### src/rtl/seq_detector_p_if.sv
// Bundles the serial-side inputs and status outputs of the parametrised sequence detector.
// The master side drives sample data, pattern and mode. The slave side returns match, fill and count.
interface seq_detector_p_if #(
  parameter int N  = 8,
  parameter int CW = 8
);
  localparam int FW = $clog2(N + 1);

  logic          en;
  logic          ds;
  logic [N-1:0]  setd;
  logic          ovl;
  logic          dc;
  logic [FW-1:0] c;
  logic [CW-1:0] cnt;

  modport master (
    output en, ds, setd, ovl,
    input  dc, c, cnt
  );

  modport slave (
    input  en, ds, setd, ovl,
    output dc, c, cnt
  );
endinterface

### src/rtl/seq_detector_p.sv
// Serial sequence detector: compares the last N enabled samples of ds, MSB first, against setd.
// Supports overlapping and non-overlapping detection, a saturating match counter and a fill count.
module seq_detector_p #(
  parameter int N  = 8,
  parameter int CW = 8
) (
  input logic            clk,
  input logic            clr,
  seq_detector_p_if.slave bus
);
  localparam int            FW       = $clog2(N + 1);
  localparam logic [FW-1:0] FILL_MAX = FW'(N);
  localparam logic [CW-1:0] CNT_MAX  = '1;

  logic [N-1:0]  hist;
  logic [FW-1:0] fill;
  logic [CW-1:0] cnt_q;
  logic          dc_q;

  logic [N-1:0]  h_next;
  logic [FW-1:0] f_next;
  logic          match;

  // setd and ovl are used live, so a pattern change applies from the next enabled sample.
  always_comb begin
    h_next = {hist[N-2:0], bus.ds};
    f_next = (fill == FILL_MAX) ? FILL_MAX : fill + 1'b1;
    match  = (f_next == FILL_MAX) && (h_next == bus.setd);
  end

  always_ff @(posedge clk) begin
    if (clr) begin
      hist  <= '0;
      fill  <= '0;
      cnt_q <= '0;
      dc_q  <= 1'b0;
    end else if (bus.en) begin
      hist <= h_next;
      dc_q <= match;
      // Non-overlap mode restarts the fill so the next match needs N fresh bits.
      if (match && !bus.ovl)
        fill <= '0;
      else
        fill <= f_next;
      if (match && (cnt_q != CNT_MAX))
        cnt_q <= cnt_q + 1'b1;
    end else begin
      dc_q <= 1'b0;
    end
  end

  assign bus.dc  = dc_q;
  assign bus.c   = fill;
  assign bus.cnt = cnt_q;
endmodule

### src/flat_wrapper.sv
// flat-port wrapper written by rule: the top's interface ports become plain ports
module seq_detector_p_flat 
#(
  parameter int N  = 8,
  parameter int CW = 8
)
  (clk, clr, bus_en, bus_ds, bus_setd, bus_ovl, bus_dc, bus_c, bus_cnt);
  seq_detector_p_if #(.N(N), .CW(CW)) bus_i ();
  input logic clk;
  input logic clr;
  input wire logic [$bits(bus_i.en)-1:0] bus_en;
  input wire logic [$bits(bus_i.ds)-1:0] bus_ds;
  input wire logic [$bits(bus_i.setd)-1:0] bus_setd;
  input wire logic [$bits(bus_i.ovl)-1:0] bus_ovl;
  output wire logic [$bits(bus_i.dc)-1:0] bus_dc;
  output wire logic [$bits(bus_i.c)-1:0] bus_c;
  output wire logic [$bits(bus_i.cnt)-1:0] bus_cnt;
  assign bus_i.en = bus_en;
  assign bus_i.ds = bus_ds;
  assign bus_i.setd = bus_setd;
  assign bus_i.ovl = bus_ovl;
  assign bus_dc = bus_i.dc;
  assign bus_c = bus_i.c;
  assign bus_cnt = bus_i.cnt;
  seq_detector_p #(.N(N), .CW(CW)) u_core (.clk(clk), .clr(clr), .bus(bus_i));
endmodule
### config.mk
export PLATFORM = sky130hd
export DESIGN_NAME = seq_detector_p_flat
export DESIGN_NICKNAME = d
export VERILOG_FILES = /design/src/rtl/seq_detector_p_if.sv /design/src/rtl/seq_detector_p.sv /design/src/flat_wrapper.sv
export SDC_FILE = /design/constraint.sdc
export NUM_CORES = 1
export LEC_CHECK = 0
export ABC_AREA = 1
export CAP_MARGIN = 20
export CORE_ASPECT_RATIO = 0.75
export CORE_MARGIN = 5
export CORE_UTILIZATION = 51
export DETAILED_ROUTE_END_ITERATION = 8
export PLACE_DENSITY = 0.79
export RECOVER_POWER = 100
export SLEW_MARGIN = 0
export SYNTH_ARGS = -nofsm -noshare
export SYNTH_HDL_FRONTEND = slang
export SYNTH_SLANG_ARGS = --single-unit
### constraint.sdc
create_clock -name clk -period 1.9 [get_ports clk]
set_input_delay 0.475 -clock clk [delete_from_list [all_inputs] [get_ports clk]]
set_output_delay 0.475 -clock clk [all_outputs]
set_load 0.01 [all_outputs]
==> metrics.yaml <==
outcome: "finished, final reports clean"
synth_compound_area_share_pct: 9.79
synth_edf_count: 0
cp_num_cells: 1
cts_root_buf: "clkbuf_4"
post-place-cells: 289
die_area_um2: 3740
cts-buffers-inserted: 3
finalHoldViolCount: 0
required_ns: 1.42
path_clk_slew_ns: 0.11
cp-start-kind: "flop"
fin_util_pct: 69.0
path_cells: "clkdlybuf4s50_1"
rsz0062_at_grt: "false"
coreArea_um2: 2560
synthTopCellsByArea: "dfxtp_1, nand2_1, inv_1"
post-place-ws_ns: -0.154
r2r_setup_slack_ns: 0.21
setup_violations: 0
vias: 1393
grt_remaining_overflow: 0
reg2reg_depth: 9
hold_class: "reg2reg"
cts_tree: "done"
cp_max_fo: 6
cp-startpoint: "u_core.bus.cnt[2]"
syn2layout_area_growth_pct: 33.1
first_pass_iters: 4
synth_mux_area_share_pct: 0
grt_pass1_vias: 1223
synth_xor_area_share_pct: 3.95
antenna_left: 0
power.leakage_uw: 0.000832
power_density_nw_per_um2: 502
arrival_ns: 1.36
vias_per_cell: 4.75
synth_common_cells: "nand2_1, inv_1, dfxtp_1"
async_reset_ff_share_pct: 0
reg2reg_from: "u_core.bus.c[0]"
synth-main-ff-cell: "dfxtp_1"
finalClockSkew_ns: 0.0140
netlist_instances: 216
hold_depth: 2
period_needed_ns: 1.84
grt_use_total_pct: 18.8
drc: 0
ys_seq_elements: 20
critPathTopFamily: "buffers and inverters"
yosys.area.top_type_share_pct: 30.1
clk_path_buf_depth: 2
maxSlewHeadroom_pct: 73.3
slowest_stage: "clkdlybuf4s50_1"
place.gp.congestion: 0.867
post-route-period-util_pct: 96.6
synth.avg_cell_area_um2: 6.15
initial_core_util_pct: 51.9
slew_viol_final: 0
crit_type: "reg2out"
die_y_um: 54.2
grt_max_degree: 23
postLayoutSetupSlackWorst_ns: 0.0647
fill_cells: 244
final_cells: 293
timing.critical_path.buf_inv: 1
rows: 16
ys_types: 23
cts.sinks: 20
die_width_um: 68.9
nets: 274
clkLatencyLatePin_ns: 0.32
synthSimpleGateAreaFrac_pct: 41.9
synth_nets: 232
h-tree-depth: 1
io_buffer_count: 25
slowest_delay_ns: 0.59
dp_hpwl_mm: 2.39
grt_pass1_wl_mm: 5.23
max-vdd-ir-drop_mv: 0.346
cap_violations: 0
yosysWarnings: 0
antenna_found_initial: 0
hold_start: "u_core.hist[4]"
synth_fa_ha_area_share_pct: 2.82
yosysSeqAreaShare_pct: 30.1
antenna_cells: 0
synth_most_common_cell: "nand2_1"
wl_per_cell_um: 10.6
postCtsSetupBuffers: 0
clock.fmax_mhz: 545
drive_above_1_share_pct: 11.7
synth_top_family_by_area: "simple AND/OR/NAND/NOR gates"
routed_wirelength_mm: 3.11
worst_slew_pin_slew_ns: 0.401
synth_area_um2: 1330
ios: 26
critPathCaptureType: "output pin"
yosys.area.top_type: "dfxtp_1"
drtIter0Drc: 90
## cell families after synthesis
kind of cell | after synthesis
xor+xnor | 6
buf+inv | 40
fa+ha+maj | 3
compound gates | 26
flops | 20
simple gates | 121
## repair_timing
item	CTS	global route
setup endpoints to repair	0	9
gates resized for setup	0	2
hold buffers	0	0
hold endpoints to repair	0	0
## routing by layer
metal,track usage [%],vias to the layer above,wire (um)
li1,-,770,-
met1,26.8,581,1550
met2,29.3,40,1330
met3,4.38,2,217
met4,2.91,0,10
met5,0,-,0
## final cells by class
type | count | area (um2) | share of cell area [%]
multi-input cells | 156 | 782 | 44.2
flip-flops and latches | 20 | 402 | 22.7
repair buffers | 41 | 368 | 20.8
well taps | 36 | 45.0 | 2.55
clock buffers | 4 | 36.3 | 2.05
inverters | 36 | 135 | 7.64
## cell usage in the layout, fill, tap and decap left out, types with 5 or more instances in the layout
cell,n
xor2_1,5
nand3_1,7
dfxtp_1,19
o21ai_0,8
buf_4,15
clkdlybuf4s50_1,20
nor2_1,18
dlygate4sd3_1,5
nand4_1,11
nand2_1,74
inv_1,33
a21oi_1,18
## stage by stage
stage               instance area, um2  setup TNS, ns  hold slack [ns]  total power, uW
floorplan                         1330              0            0.453              553
global placement                  1730         -0.561            0.478              637
detailed placement                1730         -0.707            0.479              639
CTS                               1760              0            0.497              896
global route                      1770              0            0.525              933
finish                            1770              0            0.496              888
## report_power, final
group	switching [uW]	total (uW)	internal (uW)	leakage, uW
Sequential	13.3	446	433	0.000163
Combinational	96.3	183	87.1	0.000648
Clock	142	259	117	0.0000210
Total	251	888	637	0.000832
## state kept, by name (all words and copies together) (netlist names)
register        count
u_core.bus.dc       1
u_core.hist         7
u_core.bus.cnt      8
u_core.bus.c        4
## worst paths after layout
kind                                           to
worst min-delay path               u_core.hist[5]
worst min register to register     u_core.hist[5]
worst max register to register  u_core.bus.cnt[2]
worst max-delay path                   bus_cnt[2]
No activity file was read; power rests on OpenSTA's default activity.
==> patch 1 (same settings) <==
`N` is set to 8 in 3 places; all go to 16.
--- a/src/rtl/seq_detector_p_if.sv
+++ b/src/rtl/seq_detector_p_if.sv
@@ -2,5 +2,5 @@
 // The master side drives sample data, pattern and mode. The slave side returns match, fill and count.
 interface seq_detector_p_if #(
-  parameter int N  = 8,
+  parameter int N  = 16,
   parameter int CW = 8
 );
--- a/src/rtl/seq_detector_p.sv
+++ b/src/rtl/seq_detector_p.sv
@@ -2,5 +2,5 @@
 // Supports overlapping and non-overlapping detection, a saturating match counter and a fill count.
 module seq_detector_p #(
-  parameter int N  = 8,
+  parameter int N  = 16,
   parameter int CW = 8
 ) (
--- a/src/flat_wrapper.sv
+++ b/src/flat_wrapper.sv
@@ -2,5 +2,5 @@
 module seq_detector_p_flat 
 #(
-  parameter int N  = 8,
+  parameter int N  = 16,
   parameter int CW = 8
 )
Interface: changed (resized bus_c and bus_setd); port bits go from 26 to 35. The function was not compared with the original's and may differ.
==> patch 1 against the unedited design <==
  * Sequential cell count up 9
  * Via count rose by 41%
  * Count of clock-buffer cells in the layout grew 3
  * Wire length grew 51%
  * Power rose by 66%
  * Design area is 42% higher
  * Die area grew 33%
  * Synthesized area grew 40%
  * Worst setup slack gained 0.0031 ns
==> patch 1: results (changes against the unedited design) <==
status=complete, no violations (unchanged); Placed Area=2313 um2 (was 1728 um2); Setup WS pre-CTS=-0.3152 ns (was -0.1539 ns); Final #Nets=381 (was 274); Post-Syn Nets=336 (was 232); layout cell share with drive strength beyond 1=15.64% (was 11.67%); maximum clock path buffer count=2 (unchanged); Hold Path Class=flip-flop to flip-flop (unchanged); Leak=1.281 nW (was 0.8318 nW); met2 GRT Util=28.54% (was 29.27%); dpl cells=401 (was 289); Post-Synth Adder-Cell Area=2.023% (was 2.825%); Num CTS Buffers=5 (was 3); htree depth=2 (was 1); commonest cells in the netlist=nand2_1, inv_1, dfxtp_1, nor2_1, a21oi_1 (was nand2_1, inv_1, dfxtp_1, a21oi_1, nor2_1); Reg2Reg Depth=13 (was 9); max_slew headroom=54.23% (was 73.27%); vias per cell=4.798 (was 4.754); max reg flops=15 (was 8); clk_lat worst skew=0.29 ns (was 0.32 ns); Setup Skew=0.005518 ns (was 0.01395 ns); Fillers=315 (was 244); vias in the first global route=1686 (was 1223); top cells by area, synth=dfxtp_1, nand2_1, inv_1 (unchanged); met1 usage=27.69% (was 26.84%); cells after synthesis=312 (was 216); Tot GR Track Use=19.27% (was 18.82%); PortBufs=34 (was 25); period utilization=96.43% (was 96.59%); drt total wl=4690 um (was 3108 um); sequential fraction of the synthesis area=31.29% (was 30.13%); WL/cell=11.44 um (was 10.61 um); Placer Congestion=0.8024 (was 0.8673); clk root buf=clkbuf_8 (was clkbuf_4); Clock transition at path regs=0.07 ns (was 0.11 ns); synth unique cells=27 (was 23); Detailed Place HPWL=3358 um (was 2393 um); number of DRC markers in iteration 0=133 (was 90); VDD IR-drop max=0.4379 mV (was 0.3461 mV)
[patch 1: cell types whose count changed in the layout (fill, tap and decap cells not counted), moves of 8 or more]
cell and change:
inv_1 +20, nand2_1 +24, clkdlybuf4s50_1 -9, dfxtp_1 +8
nor2_2 +8, dlymetal6s2s_1 +14
[patch 1: logic make-up (layout without fill, tap and decap cells)]
group                      count (synthesis)  in the layout
AOI/OAI and AO/OA                         35             35
adders and majority gates                  3              3
DFF                                       29             29
buffers and inverters                     71            117
and+or+nand+nor                          171            171
xor gates and xnor gates                   3              3
[patch 1: timing repair]
| action | CTS | global route |
|---|---|---|
| endpoints found under the setup margin | 1 | 9 |
| pin swaps | 5 | 15 |
| hold buffers | 0 | 0 |
| resized for setup | 2 | 31 |
| cloned | 0 | 0 |
| setup buffers | 1 | 0 |
[patch 1: per-layer routing]
| metal | share of wire (%) | up-vias |
|---|---|---|
| met5 | 0 | - |
| met4 | 0.87 | 0 |
| met3 | 6.4 | 4 |
| met2 | 44 | 47 |
| met1 | 49 | 875 |
| li1 | - | 1041 |
[patch 1: worst paths after layout]
check / slack, ns / start / end
max: 0.07 / u_core.bus.c[2] / bus_c[2]
min: 0.49 / u_core.hist[8] / u_core.hist[9]
max reg2reg: 0.08 / u_core.bus.c[0] / u_core.bus.cnt[2]
min reg2reg: 0.49 / u_core.hist[8] / u_core.hist[9]
[patch 1: per-stage QoR]
step           hold slack (ns)  total power, mW
5_1_grt                 0.4965            1.547
6_report                0.4919            1.477
3_5_place_dp            0.4777           0.8995
2_1_floorplan           0.4503           0.7973
4_1_cts                 0.4884            1.474
3_3_place_gp            0.4690           0.8944
[patch 1: area by class of cell]
type,instances,area share (%)
Sequential cell,29,23.32
Inverter,63,9.417
Timing Repair Buffer,46,18.78
Multi-Input combinational cell,212,41.85
Clock buffer,7,3.837
Tap cell,52,2.591
Clock inverter,1,0.1993
[patch 1: worst reg2reg max path: cells and delay by family, from the launching register on]
kind                       cells  cell delay, ns
buffers and inverters          3            0.33
and+or+nand+nor                9            0.94
adders and majority gates      1            0.17
DFF                            1            0.32
[patch 1: power breakdown]
part / switching [mW] / internal [mW]
logic: 0.136 / 0.107
clock network: 0.252 / 0.327
registers: 0.0228 / 0.632
==> patch 2 (same settings) <==
Without the edit above. Register the input `clr` before use. The logic sees it one clock later. The other inputs are not delayed to match.
--- a/src/rtl/seq_detector_p.sv
+++ b/src/rtl/seq_detector_p.sv
@@ -12,4 +12,10 @@
   localparam logic [FW-1:0] FILL_MAX = FW'(N);
   localparam logic [CW-1:0] CNT_MAX  = '1;
+
+  logic clr_q;
+
+  always_ff @(posedge clk) begin
+    clr_q <= clr;
+  end
 
   logic [N-1:0]  hist;
@@ -30,5 +36,5 @@
 
   always_ff @(posedge clk) begin
-    if (clr) begin
+    if (clr_q) begin
       hist  <= '0;
       fill  <= '0;
Function: changed (a bounded check fails within 4 cycles, from zero or initial values).
==> patch 2 against the unedited design <==
  * Synthesized area rose by 1.5%
  * Wire length fell by 0.19%
  * Via count rose by 3.0%
  * Maximum frequency rose by 0.79%
  * Sequential cell count rose by 1
  * Design area rose by 1.3%
  * Worst setup slack improved by 0.014 ns
  * Power fell by 2.0%
  * Sequential power rose by 4.5%
  * Clock power fell by 17%
  * Critical path type unchanged
  * Largest power group unchanged
==> patch 2: results (changes against the unedited design) <==
P_seq=0.466 mW (was 0.446 mW); Post-Syn Nets=233 (was 232); Fillers=237 (was 244); number of DRC markers in iteration 0=58 (was 90); Post-Synth Adder-Cell Area=2.783% (was 2.825%); Worst-Margin Slew=0.5249 ns (was 0.4009 ns); Final #Nets=278 (was 274); Leak=0.8458 nW (was 0.8318 nW); signal buffers share of area=21.58% (was 20.81%); dpl cells=293 (was 289); Via Count=1435 (was 1393); met3 GRT Util=5.505% (was 4.384%); Tot GR Track Use=18.26% (was 18.82%); Switching Fraction=28.21% (was 28.29%); WL/cell=10.44 um (was 10.61 um); Cell Int Power=0.6248 mW (was 0.6368 mW); sequential fraction of the synthesis area=31.17% (was 30.13%); Avg Inst Size Synth=6.216 um2 (was 6.152 um2); vias in the first global route=1273 (was 1223); #FFs+latches synth=21 (was 20); layout cell share with drive strength beyond 1=11.88% (was 11.67%); area delta synth->final=32.84% (was 33.05%); compound-gate portion of the synthesized area=9.647% (was 9.793%); clock-cell share of area=1.466% (was 2.052%); status=complete, no violations (unchanged); met1 usage=24.12% (was 26.84%); M1 wire length=1604 um (was 1545 um); Setup Skew=0.002949 ns (was 0.01395 ns); Combinational Power Share=21.6% (was 20.7%); sequential cell area=421.7 um2 (was 401.6 um2); Detailed Place HPWL=2461 um (was 2393 um); Placer Congestion=0.8655 (was 0.8673); vias per cell=4.832 (was 4.754); largest net degree at the start of global routing=15 (was 23); post-synthesis xor/xnor area fraction=3.896% (was 3.955%); commonest cells in the netlist=nand2_1, inv_1, dfxtp_1, a21oi_1, nor2_1 (unchanged); Crit Path Max Fanout=5 (was 6); multi-input combinational cell area=777.0 um2 (was 782.0 um2); clk_lat worst skew=0.30 ns (was 0.32 ns)
## patch 2: changes by cell type in the layout (fill, tap and decap cells not counted), sizes merged
| cell | unedited run | this run |
|---|---|---|
| clkbuf | 5 | 6 |
| dfxtp | 20 | 21 |
| dlygate4sd3 | 5 | 6 |
| buf | 15 | 17 |
| clkdlybuf4s50 | 20 | 19 |
## patch 2: critical path: stages, from the launching register on
cell	delay, ns
dfxtp_1	0.35
clkbuf_2	0.15
clkdlybuf4s50_1	0.54
## patch 2: path summary, 6_finish.rpt
| check | to | from | slack [ns] | depth (start not counted) |
|---|---|---|---|---|
| worst max-delay path | bus_c[0] | u_core.bus.c[0] | 0.08 | 2 |
| worst min-delay path | u_core.hist[5] | u_core.hist[4] | 0.49 | 2 |
| worst min register to register | u_core.hist[5] | u_core.hist[4] | 0.49 | 2 |
| worst max register to register | u_core.bus.cnt[4] | u_core.bus.c[1] | 0.14 | 11 |
